$ cat config.mk
export PLATFORM = sky130hd
export DESIGN_NAME = led_pattern_engine_flat
export DESIGN_NICKNAME = d
export VERILOG_FILES = /design/src/rtl/led_pattern_engine_if.sv /design/src/rtl/led_pattern_engine.sv /design/src/flat_wrapper.sv
export SDC_FILE = /design/constraint.sdc
export NUM_CORES = 1
export LEC_CHECK = 0
export CAP_MARGIN = 15
export CORE_UTILIZATION = 32
export CTS_BUF_LIST = sky130_fd_sc_hd__clkbuf_4 sky130_fd_sc_hd__clkbuf_8 sky130_fd_sc_hd__clkbuf_16
export DETAILED_ROUTE_END_ITERATION = 8
export PLACE_DENSITY_LB_ADDON = 0.3
export SYNTH_ARGS = -nofsm -noshare
export SYNTH_HDL_FRONTEND = slang
export SYNTH_SLANG_ARGS = --single-unit
export TNS_END_PERCENT = 5
$ cat constraint.sdc
create_clock -name clk -period 2.1 [get_ports clk]
set_input_delay 0.21 -clock clk [delete_from_list [all_inputs] [get_ports clk]]
set_output_delay 0.21 -clock clk [all_outputs]
set_load 0.05 [all_outputs]
$ cat src/rtl/led_pattern_engine_if.sv
// rtl/led_pattern_engine_if.sv - mode-control and LED-drive bundle for led_pattern_engine
interface led_pattern_engine_if #(
  parameter int N_LED = 8
);
  logic             en;
  logic [1:0]       mode;
  logic             mode_load;
  logic [N_LED-1:0] led_out;
  logic             step_pulse;
  logic             mode_ack;

  modport master (
    output en, mode, mode_load,
    input  led_out, step_pulse, mode_ack
  );

  modport slave (
    input  en, mode, mode_load,
    output led_out, step_pulse, mode_ack
  );
endinterface

$ cat src/rtl/led_pattern_engine.sv
// rtl/led_pattern_engine.sv - multi-mode LED driver (off/chase/bounce/breathe) with step-aligned mode changes
module led_pattern_engine #(
  parameter int N_LED      = 8,
  parameter int TICK_DIV   = 12000,
  parameter int STEP_TICKS = 100,
  parameter int PWM_BITS   = 4
) (
  input logic           clk,
  input logic           rst,
  led_pattern_engine_if.slave bus
);

  localparam int TW = (TICK_DIV > 1) ? $clog2(TICK_DIV) : 1;
  localparam int SW = (STEP_TICKS > 1) ? $clog2(STEP_TICKS) : 1;
  localparam int PW = (N_LED > 1) ? $clog2(N_LED) : 1;

  localparam logic [TW-1:0]       TCNT_MAX = TW'(TICK_DIV - 1);
  localparam logic [SW-1:0]       SCNT_MAX = SW'(STEP_TICKS - 1);
  localparam logic [PW-1:0]       POS_MAX  = PW'(N_LED - 1);
  localparam logic [PWM_BITS-1:0] LVL_MAX  = '1;

  typedef enum logic [1:0] {
    MODE_OFF     = 2'd0,
    MODE_CHASE   = 2'd1,
    MODE_BOUNCE  = 2'd2,
    MODE_BREATHE = 2'd3
  } mode_e;

  logic [TW-1:0]       tcnt_q, tcnt_d;
  logic [SW-1:0]       scnt_q, scnt_d;
  logic [PWM_BITS-1:0] pcnt_q, pcnt_d;
  mode_e               cur_mode_q, cur_mode_d;
  mode_e               pend_mode_q, pend_mode_d;
  logic                pend_valid_q, pend_valid_d;
  logic [PW-1:0]       pos_q, pos_d;
  logic                dir_q, dir_d;
  logic [PWM_BITS-1:0] level_q, level_d;
  logic [N_LED-1:0]    led_q, led_d;
  logic                step_pulse_q, step_pulse_d;
  logic                mode_ack_q, mode_ack_d;

  logic tick;
  logic strobe;

  always_ff @(posedge clk or posedge rst) begin
    if (rst) begin
      tcnt_q       <= '0;
      scnt_q       <= '0;
      pcnt_q       <= '0;
      cur_mode_q   <= MODE_OFF;
      pend_mode_q  <= MODE_OFF;
      pend_valid_q <= 1'b0;
      pos_q        <= '0;
      dir_q        <= 1'b0;
      level_q      <= '0;
      led_q        <= '0;
      step_pulse_q <= 1'b0;
      mode_ack_q   <= 1'b0;
    end else begin
      tcnt_q       <= tcnt_d;
      scnt_q       <= scnt_d;
      pcnt_q       <= pcnt_d;
      cur_mode_q   <= cur_mode_d;
      pend_mode_q  <= pend_mode_d;
      pend_valid_q <= pend_valid_d;
      pos_q        <= pos_d;
      dir_q        <= dir_d;
      level_q      <= level_d;
      led_q        <= led_d;
      step_pulse_q <= step_pulse_d;
      mode_ack_q   <= mode_ack_d;
    end
  end

  // Timebase: prescaler, tick counter and PWM phase all freeze together when en is low.
  always_comb begin
    tick   = bus.en && (tcnt_q == TCNT_MAX);
    strobe = tick && (scnt_q == SCNT_MAX);

    tcnt_d = tcnt_q;
    scnt_d = scnt_q;
    pcnt_d = pcnt_q;
    if (bus.en) begin
      tcnt_d = (tcnt_q == TCNT_MAX) ? '0 : tcnt_q + TW'(1);
      pcnt_d = pcnt_q + PWM_BITS'(1);
    end
    if (tick) begin
      scnt_d = (scnt_q == SCNT_MAX) ? '0 : scnt_q + SW'(1);
    end
  end

  // A load in the strobe cycle lands in the pending slot after the old value is consumed.
  always_comb begin
    pend_valid_d = pend_valid_q;
    pend_mode_d  = pend_mode_q;
    if (strobe && pend_valid_q) begin
      pend_valid_d = 1'b0;
    end
    if (bus.mode_load) begin
      pend_valid_d = 1'b1;
      pend_mode_d  = mode_e'(bus.mode);
    end
  end

  always_comb begin
    cur_mode_d = cur_mode_q;
    pos_d      = pos_q;
    dir_d      = dir_q;
    level_d    = level_q;
    if (strobe) begin
      if (pend_valid_q) begin
        cur_mode_d = pend_mode_q;
        pos_d      = '0;
        dir_d      = 1'b0;
        level_d    = '0;
      end else begin
        unique case (cur_mode_q)
          MODE_CHASE: begin
            pos_d = (pos_q == POS_MAX) ? '0 : pos_q + PW'(1);
          end
          MODE_BOUNCE: begin
            if (N_LED > 1) begin
              if (!dir_q) begin
                if (pos_q == POS_MAX) begin
                  pos_d = pos_q - PW'(1);
                  dir_d = 1'b1;
                end else begin
                  pos_d = pos_q + PW'(1);
                end
              end else begin
                if (pos_q == '0) begin
                  pos_d = pos_q + PW'(1);
                  dir_d = 1'b0;
                end else begin
                  pos_d = pos_q - PW'(1);
                end
              end
            end
          end
          MODE_BREATHE: begin
            // dir_q doubles as the ramp direction; it is cleared on every mode change.
            if (!dir_q) begin
              if (level_q == LVL_MAX) begin
                level_d = level_q - PWM_BITS'(1);
                dir_d   = 1'b1;
              end else begin
                level_d = level_q + PWM_BITS'(1);
              end
            end else begin
              if (level_q == '0) begin
                level_d = level_q + PWM_BITS'(1);
                dir_d   = 1'b0;
              end else begin
                level_d = level_q - PWM_BITS'(1);
              end
            end
          end
          default: begin
          end
        endcase
      end
    end
  end

  always_comb begin
    led_d        = '0;
    step_pulse_d = strobe;
    mode_ack_d   = strobe && pend_valid_q;
    if (bus.en) begin
      unique case (cur_mode_q)
        MODE_CHASE, MODE_BOUNCE: led_d = N_LED'(1) << pos_q;
        MODE_BREATHE:            led_d = (pcnt_q < level_q) ? '1 : '0;
        default:                 led_d = '0;
      endcase
    end
  end

  assign bus.led_out    = led_q;
  assign bus.step_pulse = step_pulse_q;
  assign bus.mode_ack   = mode_ack_q;

endmodule

$ cat src/flat_wrapper.sv
// flat-port wrapper written by rule: the top's interface ports become plain ports
module led_pattern_engine_flat 
#(
  parameter int N_LED      = 8,
  parameter int TICK_DIV   = 12000,
  parameter int STEP_TICKS = 100,
  parameter int PWM_BITS   = 4
)
  (clk, rst, bus_en, bus_mode, bus_mode_load, bus_led_out, bus_step_pulse, bus_mode_ack);
  led_pattern_engine_if #(.N_LED(N_LED)) bus_i ();
  input logic clk;
  input logic rst;
  input wire logic [$bits(bus_i.en)-1:0] bus_en;
  input wire logic [$bits(bus_i.mode)-1:0] bus_mode;
  input wire logic [$bits(bus_i.mode_load)-1:0] bus_mode_load;
  output wire logic [$bits(bus_i.led_out)-1:0] bus_led_out;
  output wire logic [$bits(bus_i.step_pulse)-1:0] bus_step_pulse;
  output wire logic [$bits(bus_i.mode_ack)-1:0] bus_mode_ack;
  assign bus_i.en = bus_en;
  assign bus_i.mode = bus_mode;
  assign bus_i.mode_load = bus_mode_load;
  assign bus_led_out = bus_i.led_out;
  assign bus_step_pulse = bus_i.step_pulse;
  assign bus_mode_ack = bus_i.mode_ack;
  led_pattern_engine #(.N_LED(N_LED), .TICK_DIV(TICK_DIV), .STEP_TICKS(STEP_TICKS), .PWM_BITS(PWM_BITS)) u_core (.clk(clk), .rst(rst), .bus(bus_i));
endmodule
## Word level (Yosys, flattened, before mapping)

Cells that the tools add are included.

- Shift-type cells: 1
- Add/subtract/negate cells: 7
- Order comparisons: 1
- Eq/ne operators: 7
- Muxes and demuxes: 26
- Reductions and logical operators: 14

Operator list:

| operator | number |
|---|---|
| $mux 4 | 5 |
| $mux 8 | 2 |
| $pmux 8 s2 | 1 |
| $mux 3 | 5 |
| $add 14x1->14 const B | 1 |
| $eq 14x14->1 const B | 1 |
| $mux 14 | 1 |
| $mux 1 | 9 |
| $add 4x1->4 const B | 2 |
| $reduce_and 2->1 | 4 |
| $shl 1x3->8 const A | 1 |
| $add 7x1->7 const B | 1 |
| $eq 7x7->1 const B | 1 |
| $mux 7 | 1 |
| $pmux 3 s2 | 1 |
| $reduce_bool 3->1 | 2 |
| $eq 2x2->1 const B | 2 |
| $eq 4x4->1 const B | 1 |
| $logic_not 4->1 | 1 |
| $lt 4x4->1 | 1 |
| $reduce_bool 2->1 | 2 |
| $sub 4x1->4 const B | 1 |
| $add 3x1->3 const B | 1 |
| $eq 3x3->1 const B | 1 |
| other kinds (6) | 8 |

- Register bits: 48
- Output and inout port bits: 10
- Logic and storage cells: 68
- Bits of input ports: 6

## Logic depth before layout (Yosys ltp)

Gate-level depths: netlist (run 1).

- Depth in word-level cells: 6
- Gate-level depth with buffers: 7
- Mapped depth without buffers: 6

## Worst setup path after synthesis (run 1)

OpenSTA, ideal clock, no wires.

- Path kind: reg2reg
- Start point: register u_core.tcnt_q[0]
- End point: register u_core.level_q[0]
- Arrival time: 1.827 ns
- Buffers on the path: 1
- Path slack: 0.140 ns
- Required time: 1.967 ns
- Setup time: 0.133 ns
- Period minus slack after synthesis: 1.960 ns
- Cell stages (with the launch flop): 7
- Path through: dfrtp_1 > ha_1 > nand4_1 > or4_2 > buf_6 > nor3_1 > mux2i_1

- Longest elaborated chain between the ends: 4

RTL lines:

| what | line | RTL |
|---|---|---|
| from (decl) | led_pattern_engine.sv:29 | `logic [TW-1:0] tcnt_q, tcnt_d;` |
| from (signal assigned) | led_pattern_engine.sv:60 | `tcnt_q <= tcnt_d;` |
| $eq 14x14->1 | led_pattern_engine.sv:77 | `tick = bus.en && (tcnt_q == TCNT_MAX);` |
| $logic_and 1x1->1 | led_pattern_engine.sv:77 |  |
| $logic_and 1x1->1 | led_pattern_engine.sv:78 | `strobe = tick && (scnt_q == SCNT_MAX);` |
| $reduce_and 2->1 (no line) | n/a |  |
| to (signal assigned) | led_pattern_engine.sv:68 | `level_q <= level_d;` |
| to (decl) | led_pattern_engine.sv:37 | `logic [PWM_BITS-1:0] level_q, level_d;` |

No other way between the ends.
A chain may end at the register's enable or synchronous reset.

## Worst setup path in the final report (run 1)

- Start point: register u_core.tcnt_q[12]
- End point: register u_core.pos_q[2]

- Longest elaborated chain between the ends: 4

RTL lines:

| what | line | RTL |
|---|---|---|
| $eq 14x14->1 | led_pattern_engine.sv:77 |  |
| $logic_and 1x1->1 | led_pattern_engine.sv:77 |  |
| $logic_and 1x1->1 | led_pattern_engine.sv:78 |  |
| $reduce_and 2->1 (no line) | n/a |  |
| to (signal assigned) | led_pattern_engine.sv:66 | `pos_q <= pos_d;` |
| to (decl) | led_pattern_engine.sv:35 | `logic [PW-1:0] pos_q, pos_d;` |

No other way between the ends.

==> results.txt, run 1 <==
Outcome -> finished clean
Count of cell types in the netlist -> 47
Antenna violations before repair -> 0
Drt drc -> 0
DP HPWL -> 3990 um
Placed cell area -> 3120 um2
Leak pwr -> 1.43 nW
Routed WL -> 5260 um
Synth-to-layout area growth -> 17.1%
Fin crit share -> 95.1%
Setup Crit Path Kind -> register to register
Commonest non-fill, non-tap cell in the layout -> dfrtp_1
Clock sinks -> 48
Clock share of power -> 27.3%
Setup Slack @ Placement -> -0.00791 ns
Sequential Power Share -> 56.8%
Wirelength per Cell -> 12.6 um
Antenna Cells -> 0
Top FF cell, synth -> dfrtp_1
Hold Vio Cnt, Final -> 0
Worst-Skew Late Latency -> 0.30 ns
Die X -> 94.5 um
CP arrival -> 2.20 ns
Worst slew pin tran -> 0.511 ns
Synth Instances -> 278
Mapped Avg Cell Area -> 9.85 um2
Synthesized Nets -> 302
Top Metal Used -> met4
Metal3 WL -> 151 um
Leading cell types in the layout, fill and taps excluded -> dfrtp_1 (48), nand2_1 (30), o21ai_0 (19), buf_4 (19), ha_1 (18)
DR iter-0 viols -> 84
Initial Util -> 33.2%
Final instance area -> 3210 um2
Die Span Y -> 94.5 um
Grt ovf -> 0
Fin crit period -> 2.00 ns
Fin. max-slew vios -> 0
Post-synth ARST share -> 100%
Synthesized cell area -> 2740 um2
Row cnt -> 33
Final setup margin -> 0.103 ns
Largest net degree at the start of global routing -> 29
Core footprint -> 8260 um2
Wire length on met2 -> 2560 um
YS warnings -> 0
CTS root buf -> clkbuf_8
Met1 Wirelength -> 2470 um
CTS tree -> yes
Net Sw Power -> 0.545 mW
Critical Path RT -> 2.31 ns
P per Cell Area -> 609 nW/um2
I/O pins -> 16
TritonCTS Buffers -> 5
Unrepaired setup endpoints after global routing -> yes
GPL Wtd Cong -> 0.791
H-Tree Depth -> 2
Synth Register Bits -> 48
Clock transition at path regs -> 0.09 ns
Logic gate share of total power -> 16.0%
IO Port Bufs -> 15
Sequential share of the synthesized area -> 43.9%
Max-cap viol count -> 0
Clk_skew -> 0.00797 ns
Final core occ -> 38.8%
Worst hold slack -> 0.229 ns
Endpoints failing setup -> 0
Hold WC Path Type -> input pin to async pin
Total internal power -> 1.41 mW
DRT Pass-1 Iters -> 6
Setup_tns -> 0 ns
NumNets Final -> 336
Endpoint class of the critical path -> register
Peak VDD IR -> 0.331 mV
Max Root-Sink Buffers -> 2
Critical path launch point type -> register
Layout cell share with drive strength beyond 1 -> 13.5%
Final ANT Viol Nets -> 0
DR vias -> 2077
Critical path peak fanout -> 5
Switching Share -> 27.9%
All-Layer GR Usage -> 13.4%
Vias in the first global route -> 2069
Die Footprint -> 8930 um2
Vias per Instance -> 4.98
Max Clk Rate -> 0.501 GHz
Fill cell count -> 843
Max-slew headroom -> 65.8%
Post-synth EDFFs -> 0
First-pass GRT wire length -> 9360 um
## metal layers
metal  vias to the layer above  track usage, %
met5                         -               0
met3                         9            2.82
met4                         0            4.80
met1                       982            16.9
li1                       1061               -
met2                        25            22.6
## critical path, stage by stage, from the launching register on
cell and delay, ns:
dfrtp_1 0.38, or2b_1 0.28, or3_4 0.43, or4_4 0.55, o32ai_1 0.26
## synthesized netlist by cell type (5+ instances only)
cell / n / area (um2)
nor3_1: 6 / 30.0
nor2b_1: 6 / 37.5
xnor2_1: 12 / 105
nand3_1: 10 / 50.1
o21ai_0: 19 / 95.1
a21o_1: 6 / 45.0
or3_1: 5 / 31.3
a31oi_1: 9 / 56.3
nand4_1: 7 / 43.8
ha_1: 18 / 225
mux2_2: 7 / 78.8
nand2b_1: 9 / 56.3
nor4_1: 7 / 43.8
a21oi_1: 5 / 25.0
nor2_1: 10 / 37.5
dfrtp_1: 48 / 1200
nand2_1: 30 / 113
inv_1: 17 / 63.8
## sequential cells by signal, summed over array words and instances, names as in the netlist
signal,flops
u_core.scnt_q,7
u_core.tcnt_q,14
u_core.cur_mode_q,2
u_core.bus.step_pulse,1
u_core.pend_valid_q,1
u_core.dir_q,1
u_core.pcnt_q,4
u_core.bus.led_out,8
u_core.pend_mode_q,2
u_core.level_q,4
u_core.bus.mode_ack,1
u_core.pos_q,3
## timing repair
| action | 4_1_cts | 5_1_grt |
|---|---|---|
| hold buffers | 0 | 0 |
| setup endpoints to repair | 0 | 7 |
| buffers inserted | 0 | 1 |
| resized for setup | 0 | 1 |
## cells by family after synthesis
| group | after synthesis | synth area share, % |
|---|---|---|
| and+or+nand+nor | 107 | 21.8 |
| AOI/OAI and AO/OA | 57 | 13.5 |
| DFF | 48 | 43.9 |
| buffers and inverters | 25 | 4.52 |
| adders and majority gates | 18 | 8.22 |
| xor gates and xnor gates | 14 | 4.48 |
| muxes | 9 | 3.61 |
## through the flow
step,power [mW],instances
floorplan,1.34,278
global placement,1.44,409
detailed placement,1.44,409
CTS,1.99,416
global route,2.07,417
finish,1.95,417
## power groups by stage
stage	Combinational, mW	Sequential, mW	Clock (mW)
floorplan	0.228	1.11	0
global placement	0.310	1.13	0
detailed placement	0.319	1.12	0
CTS	0.317	1.11	0.560
global route	0.355	1.12	0.593
finish	0.312	1.11	0.533
## cell type report
type                            instances  area (um2)  share of cell area, %
Clock buffer                            6        76.3                   2.38
Clock inverter                          1        5.00                  0.156
Inverter                               17        63.8                   1.99
Multi-Input combinational cell        205        1420                   44.2
Sequential cell                        48        1200                   37.5
Tap cell                              105         131                   4.10
Timing Repair Buffer                   35         313                   9.75
## path summary, 6_finish.rpt
| kind | end | slack [ns] | cells past startpoint | start |
|---|---|---|---|---|
| worst max-delay path | u_core.pos_q[2]$_DFFE_PP0P_ | 0.10 | 4 | u_core.tcnt_q[12]$_DFFE_PP0P_ |
| worst min-delay path | u_core.tcnt_q[1]$_DFFE_PP0P_ | 0.23 | 2 | rst |
| worst max register to register | u_core.pos_q[2]$_DFFE_PP0P_ | 0.10 | 4 | u_core.tcnt_q[12]$_DFFE_PP0P_ |
| worst min register to register | u_core.cur_mode_q[1]$_DFFE_PP0P_ | 0.51 | 1 | u_core.pend_mode_q[1]$_DFFE_PP0P_ |
| max in group asynchronous | u_core.scnt_q[3]$_DFFE_PP0P_ | 1.36 | 3 | rst |
| min in group clk | u_core.cur_mode_q[1]$_DFFE_PP0P_ | 0.51 | 1 | u_core.pend_mode_q[1]$_DFFE_PP0P_ |
No activity file was read; power rests on OpenSTA's default activity.
==> inputs of run 2 (changes only) <==
Settings changed: CORE_MARGIN from default to 8.
==> run 2 against run 1 <==
Register-to-register slack better by 0.05 ns. Flip-flop and latch count stayed put. Largest cell class unchanged. Clock-buffer cell count is 1 lower. Largest power group unchanged.
==> results.txt, run 2 (synthesized netlist as in run 1, its figures left out) <==
IO Port Bufs -> 15 (unchanged)
Most flop-heavy register -> u_core.tcnt_q (unchanged)
Endpoints failing setup -> 0 (unchanged)
Setup Slack @ Placement -> -0.0371 ns (was -0.00791 ns)
Initial Util -> 33.2% (unchanged)
I/O pins -> 16 (unchanged)
Worst reg2reg startpoint -> u_core.scnt_q[0]$_DFFE_PP0P_ (was u_core.tcnt_q[12]$_DFFE_PP0P_)
CP arrival -> 2.17 ns (was 2.20 ns)
Post-placement cell count -> 410 (was 409)
All-Layer GR Usage -> 9.61% (was 13.4%)
Largest net degree at the start of global routing -> 29 (unchanged)
Max-cap viol count -> 0 (unchanged)
Vias in the first global route -> 2028 (was 2069)
Synth-to-layout area growth -> 19.0% (was 17.1%)
Final ANT Viol Nets -> 0 (unchanged)
Layout cell share with drive strength beyond 1 -> 14.9% (was 13.5%)
NumNets Final -> 338 (was 336)
Core footprint -> 8260 um2 (unchanged)
Fin. max-slew vios -> 0 (unchanged)
Peak VDD IR -> 0.363 mV (was 0.331 mV)
Worst slew pin tran -> 0.500 ns (was 0.511 ns)
Grt ovf -> 0 (unchanged)
Final setup margin -> 0.152 ns (was 0.103 ns)
Final Instance Count excl. Fillers -> 420 (was 417)
Leading cell types in the layout, fill and taps excluded -> dfrtp_1 (47), nand2_1 (30), buf_4 (21) (was dfrtp_1 (48), nand2_1 (30), o21ai_0 (19), buf_4 (19), ha_1 (18))
Antenna violations before repair -> 0 (unchanged)
Max reg flops -> 14 (unchanged)
Vias per Instance -> 4.94 (was 4.98)
Max Clk Rate -> 0.513 GHz (was 0.501 GHz)
DR iter-0 viols -> 85 (was 84)
DRT Pass-1 Iters -> 4 (was 6)
Worst-Skew Late Latency -> 0.30 ns (about the same)
Endpoint class of the critical path -> register (unchanged)
Fill cell count -> 827 (was 843)
Routed WL -> 5300 um (was 5260 um)
Drt drc -> 0 (unchanged)
Leak pwr -> 1.45 nW (was 1.43 nW)
Wirelength per Cell -> 12.6 um (about the same)
P per Cell Area -> 646 nW/um2 (was 609 nW/um2)
Setup Crit Path Kind -> register to register (unchanged)
Critical path launch point type -> register (unchanged)
DR vias -> 2075 (was 2077)
Clock transition at path regs -> 0.09 ns (about the same)
First-pass GRT wire length -> 9230 um (was 9360 um)
GPL Wtd Cong -> 0.807 (was 0.791)
Hold Vio Cnt, Final -> 0 (unchanged)
Unrepaired setup endpoints after global routing -> no (was yes)
FF-to-FF path depth -> 6 (was 4)
Capture point of the worst reg-to-reg path -> u_core.pos_q[2]$_DFFE_PP0P_ (unchanged)
Antenna Cells -> 0 (unchanged)
Critical Path RT -> 2.32 ns (was 2.31 ns)
Commonest non-fill, non-tap cell in the layout -> dfrtp_1 (unchanged)
Max Root-Sink Buffers -> 2 (unchanged)
CTS root buf -> clkbuf_8 (unchanged)
Fin crit share -> 92.8% (was 95.1%)
Fin crit period -> 1.95 ns (was 2.00 ns)
Row cnt -> 33 (unchanged)
Clk_skew -> 0.00595 ns (was 0.00797 ns)
CTS tree -> yes (unchanged)
Clock sinks -> 48 (unchanged)
DP HPWL -> 4030 um (was 3990 um)
Die Footprint -> 11800 um2 (was 8930 um2)
Max-slew headroom -> 66.6% (was 65.8%)
Hold WC Path Type -> input pin to async pin (unchanged)
Die X -> 109 um (was 94.5 um)
TritonCTS Buffers -> 5 (unchanged)
H-Tree Depth -> 2 (unchanged)
Die Span Y -> 109 um (was 94.5 um)
R2r setup slk -> 0.15 ns (was 0.10 ns)
Critical path peak fanout -> 5 (unchanged)
Outcome -> finished clean (unchanged)
Hold-fix buffers, CTS -> 0 (unchanged)
==> run 2: cell types whose count changed in the layout (fill, tap and decap cells not counted) <==
cell        before  now
buf_4           19   21
bufinv_16        0    1
clkbuf_4         1    0
clkinvlp_4       0    1
dfrtp_1         48   47
dfrtp_2          0    1
o32ai_1          1    0
o32ai_2          0    1
==> run 2: timing repair <==
item / in CTS / in global routing
endpoints found under the setup margin: 1 / 1
pin swaps: 0 / 2
resized for setup: 1 / 2
setup buffers: 0 / 2
==> run 2: how the worst max path moves through the flow <==
stage / end / slack [ns] / from
2_1_floorplan: u_core.level_q[0]$_DFFE_PP0P_ / 0.14 / u_core.tcnt_q[0]$_DFFE_PP0P_
3_3_place_gp: u_core.pos_q[1]$_DFFE_PP0P_ / -0.02 / bus_en
3_5_place_dp: u_core.pos_q[1]$_DFFE_PP0P_ / -0.04 / bus_en
4_1_cts: u_core.pos_q[2]$_DFFE_PP0P_ / 0.04 / u_core.tcnt_q[5]$_DFFE_PP0P_
5_1_grt: u_core.pos_q[2]$_DFFE_PP0P_ / 0.05 / u_core.scnt_q[0]$_DFFE_PP0P_
6_report: u_core.pos_q[2]$_DFFE_PP0P_ / 0.15 / u_core.scnt_q[0]$_DFFE_PP0P_
==> run 2: metal layers <==
| layer | routed length [um] | GRT usage, % | share of wire [%] | vias to the layer above |
|---|---|---|---|---|
| met2 | 2480 | 16.2 | 47 | 28 |
| met3 | 193 | 2.02 | 3.6 | 8 |
| li1 | - | - | - | 1067 |
| met1 | 2570 | 11.9 | 48 | 972 |
| met5 | 0 | 0 | 0 | - |
| met4 | 62 | 3.32 | 1.2 | 0 |
==> run 2: through the flow <==
| stage | hold slack [ns] | TNS, ns | area, um2 | power (mW) | utilization [%] |
|---|---|---|---|---|---|
| detailed placement | 0.498 | -0.0371 | 3120 | 1.45 | 37.8 |
| global route | 0.290 | 0 | 3260 | 2.23 | 39.5 |
| global placement | 0.496 | -0.0213 | 3120 | 1.44 | 37.8 |
| floorplan | 0.324 | 0 | 2740 | 1.34 | - |
| CTS | 0.235 | 0 | 3240 | 2.13 | 39.2 |
| finish | 0.227 | 0 | 3260 | 2.11 | 39.5 |
==> run 2: layout make-up <==
type                            instances  area, um2  area share, %
Multi-Input combinational cell        205       1420           43.7
Clock buffer                            5       68.8           2.11
Inverter                               17       63.8           1.96
Clock inverter                          3       42.5           1.30
Tap cell                              105        131           4.03
Sequential cell                        48       1200           36.9
Timing Repair Buffer                   37        328           10.1
==> run 2: power by group <==
part           switching [mW]  total [mW]  internal (mW)
combinational           0.164       0.327          0.162
sequential             0.0957        1.11           1.01
clock                   0.320       0.673          0.353
==> run 2: critical path: stages, from the launching register on <==
cell,delay (ns)
dfrtp_1,0.41
ha_1,0.19
nor4bb_1,0.26
buf_4,0.18
nand2_1,0.06
or4_4,0.51
o32ai_2,0.26
==> inputs of run 3 (changes only) <==
Settings changed: PLACE_DENSITY_LB_ADDON 0.3 to default, TNS_END_PERCENT 5 to default.
==> run 3 against run 2 <==
Via count is essentially flat. Utilization shrank 0.33 points. Wire length about the same. Clock power down 14%. Combinational power down 1%. Register-to-register slack got worse by 0.04 ns. Sequential share of layout area grew 0.28 points. Cell count unchanged. Critical path depth is 1 lower. Sequential power barely moved. Critical path type unchanged. Critical endpoint is now u_core.pos_q[1]$_DFFE_PP0P_. Largest power group unchanged. Highest routed layer unchanged.
==> results.txt, run 3 (synthesized netlist as in run 1, its figures left out) <==
GPL Wtd Cong -> 0.787 (was 0.807)
Critical Path RT -> 2.29 ns (was 2.32 ns)
H-Tree Depth -> 2 (unchanged)
Clk_skew -> 0.00691 ns (was 0.00595 ns)
Setup Crit Path Kind -> register to register (unchanged)
Die Span Y -> 109 um (unchanged)
All-Layer GR Usage -> 9.67% (was 9.61%)
Max-cap viol count -> 0 (unchanged)
I/O pins -> 16 (unchanged)
Unrepaired setup endpoints after global routing -> no (unchanged)
Final core occ -> 39.2% (was 39.5%)
Leak pwr -> 1.44 nW (was 1.45 nW)
Layout cell share with drive strength beyond 1 -> 14.6% (was 14.9%)
Register Area -> 1200 um2 (about the same)
Max-slew headroom -> 64.5% (was 66.6%)
Critical path's largest stage delay -> 0.55 ns (was 0.51 ns)
P per Cell Area -> 622 nW/um2 (was 646 nW/um2)
Logic gate share of total power -> 16.1% (was 15.5%)
Initial Util -> 33.2% (unchanged)
Worst path buffer plus inverter count -> 1 (unchanged)
CP Cell Sequence -> nand4b_1 -> buf_4 -> or4_4 -> o31a_1 -> a31o_2 (was ha_1 -> nor4bb_1 -> buf_4 -> nand2_1 -> or4_4 -> o32ai_2)
Max reg flops -> 14 (unchanged)
Combined area of the multi-input logic cells -> 1420 um2 (unchanged)
Total internal power -> 1.45 mW (was 1.53 mW)
Antenna Cells -> 0 (unchanged)
DP HPWL -> 4080 um (was 4030 um)
Switching Share -> 27.7% (was 27.5%)
IO Port Bufs -> 15 (unchanged)
Antenna violations before repair -> 0 (unchanged)
CP arrival -> 2.17 ns (about the same)
Net Sw Power -> 0.557 mW (was 0.580 mW)
Leading cell types in the layout, fill and taps excluded -> dfrtp_1 (48), nand2_1 (30), buf_4 (22) (was dfrtp_1 (47), nand2_1 (30), buf_4 (21))
Fill cell count -> 816 (was 827)
Outcome -> finished clean (unchanged)
Synth-to-layout area growth -> 18.0% (was 19.0%)
Vias per Instance -> 4.94 (about the same)
Clock sinks -> 48 (unchanged)
Peak VDD IR -> 0.314 mV (was 0.363 mV)
Critical path peak fanout -> 10 (was 5)
DR vias -> 2074 (was 2075)
Worst reg2reg startpoint -> u_core.tcnt_q[5]$_DFFE_PP0P_ (was u_core.scnt_q[0]$_DFFE_PP0P_)
Max Root-Sink Buffers -> 2 (unchanged)
CTS root buf -> clkbuf_8 (unchanged)
DR iter-0 viols -> 104 (was 85)
Worst-Skew Late Latency -> 0.29 ns (was 0.30 ns)
Largest net degree at the start of global routing -> 23 (was 29)
Critical path's slowest cell -> or4_4 (unchanged)
TritonCTS Buffers -> 5 (unchanged)
Worst slew pin tran -> 0.531 ns (was 0.500 ns)
Critical Path Source -> u_core.tcnt_q[5]$_DFFE_PP0P_ (was u_core.scnt_q[0]$_DFFE_PP0P_)
Sequential Power Share -> 55.0% (was 52.6%)
Hold WC Path Type -> input pin to async pin (unchanged)
Commonest non-fill, non-tap cell in the layout -> dfrtp_1 (unchanged)
Max Clk Rate -> 0.504 GHz (was 0.513 GHz)
First-pass GRT wire length -> 9540 um (was 9230 um)
Drt drc -> 0 (unchanged)
Hold Vio Cnt, Final -> 0 (unchanged)
Most flop-heavy register -> u_core.tcnt_q (unchanged)
Fin crit share -> 94.5% (was 92.8%)
Die Footprint -> 11800 um2 (unchanged)
Routed WL -> 5300 um (about the same)
Endpoint class of the critical path -> register (unchanged)
Endpoints failing setup -> 0 (unchanged)
Clock transition at path regs -> 0.09 ns (about the same)
CP top delay family -> simple AND/OR/NAND/NOR gates (unchanged)
Wirelength per Cell -> 12.6 um (about the same)
Setup_tns -> 0 ns (unchanged)
Final ANT Viol Nets -> 0 (unchanged)
Row cnt -> 33 (unchanged)
Fin. max-slew vios -> 0 (unchanged)
NumNets Final -> 338 (unchanged)
Fin crit period -> 1.99 ns (was 1.95 ns)
DRT Pass-1 Iters -> 4 (unchanged)
Grt ovf -> 0 (unchanged)
Critical path launch point type -> register (unchanged)
Die X -> 109 um (unchanged)
CTS tree -> yes (unchanged)
Vias in the first global route -> 2047 (was 2028)
Hold-fix buffers, CTS -> 0 (unchanged)
Core footprint -> 8260 um2 (unchanged)
Clock share of power -> 29.0% (was 31.9%)
-- run 3: power groups by stage --
stage               Combinational (mW)  Sequential [mW]  Clock [mW]
global placement                 0.316             1.12           0
CTS                              0.325             1.10       0.609
detailed placement               0.324             1.12           0
floorplan                        0.228             1.11           0
finish                           0.323             1.10       0.582
global route                     0.367             1.12       0.645
-- run 3: cell type report --
class                           instances  area share [%]
Clock buffer                            7            2.79
Clock inverter                          1           0.232
Inverter                               17            1.97
Multi-Input combinational cell        205            44.0
Sequential cell                        48            37.2
Tap cell                              105            4.06
Timing Repair Buffer                   37            9.75
-- run 3: worst paths after layout --
check | to | slack (ns) | cells past startpoint
worst min register to register | u_core.pcnt_q[3]$_DFFE_PP0P_ | 0.50 | 1
worst max-delay path | u_core.pos_q[1]$_DFFE_PP0P_ | 0.11 | 5
worst min-delay path | u_core.pcnt_q[1]$_DFFE_PP0P_ | 0.17 | 2
worst max register to register | u_core.pos_q[1]$_DFFE_PP0P_ | 0.11 | 5
min in group clk | u_core.pcnt_q[3]$_DFFE_PP0P_ | 0.50 | 1
max in group asynchronous | u_core.scnt_q[2]$_DFFE_PP0P_ | 1.36 | 3
-- run 3: metrics by stage --
step | area [um2] | power [mW] | hold WS, ns | setup WS (ns) | cells
finish | 3230 | 2.01 | 0.169 | 0.115 | 420
global route | 3230 | 2.13 | 0.194 | 0.0193 | 420
CTS | 3220 | 2.04 | 0.180 | 0.0173 | 419
detailed placement | 3120 | 1.44 | 0.498 | -0.0260 | 411
global placement | 3120 | 1.44 | 0.494 | -0.0164 | 411
floorplan | 2740 | 1.34 | 0.324 | 0.140 | 278
-- run 3: what timing repair did --
item / CTS / global route
resized for setup: 0 / 2
buffers inserted: 0 / 1
endpoints found under the setup margin: 0 / 3
-- run 3: routing by layer --
layer	vias to the layer above	GRT usage [%]	wire [um]	share of wire, %
met5	-	0	0	0
met2	18	16.4	2550	48
li1	1068	-	-	-
met3	4	2.38	157	3.0
met4	0	1.76	21	0.40
met1	984	12.2	2570	48
-- run 3: worst reg2reg max path: cells and delay by family, from the launching register on --
kind | cells | cell delay, ns
and+or+nand+nor | 2 | 0.81
buffers and inverters | 1 | 0.18
AOI/OAI and AO/OA | 2 | 0.46
DFF | 1 | 0.43
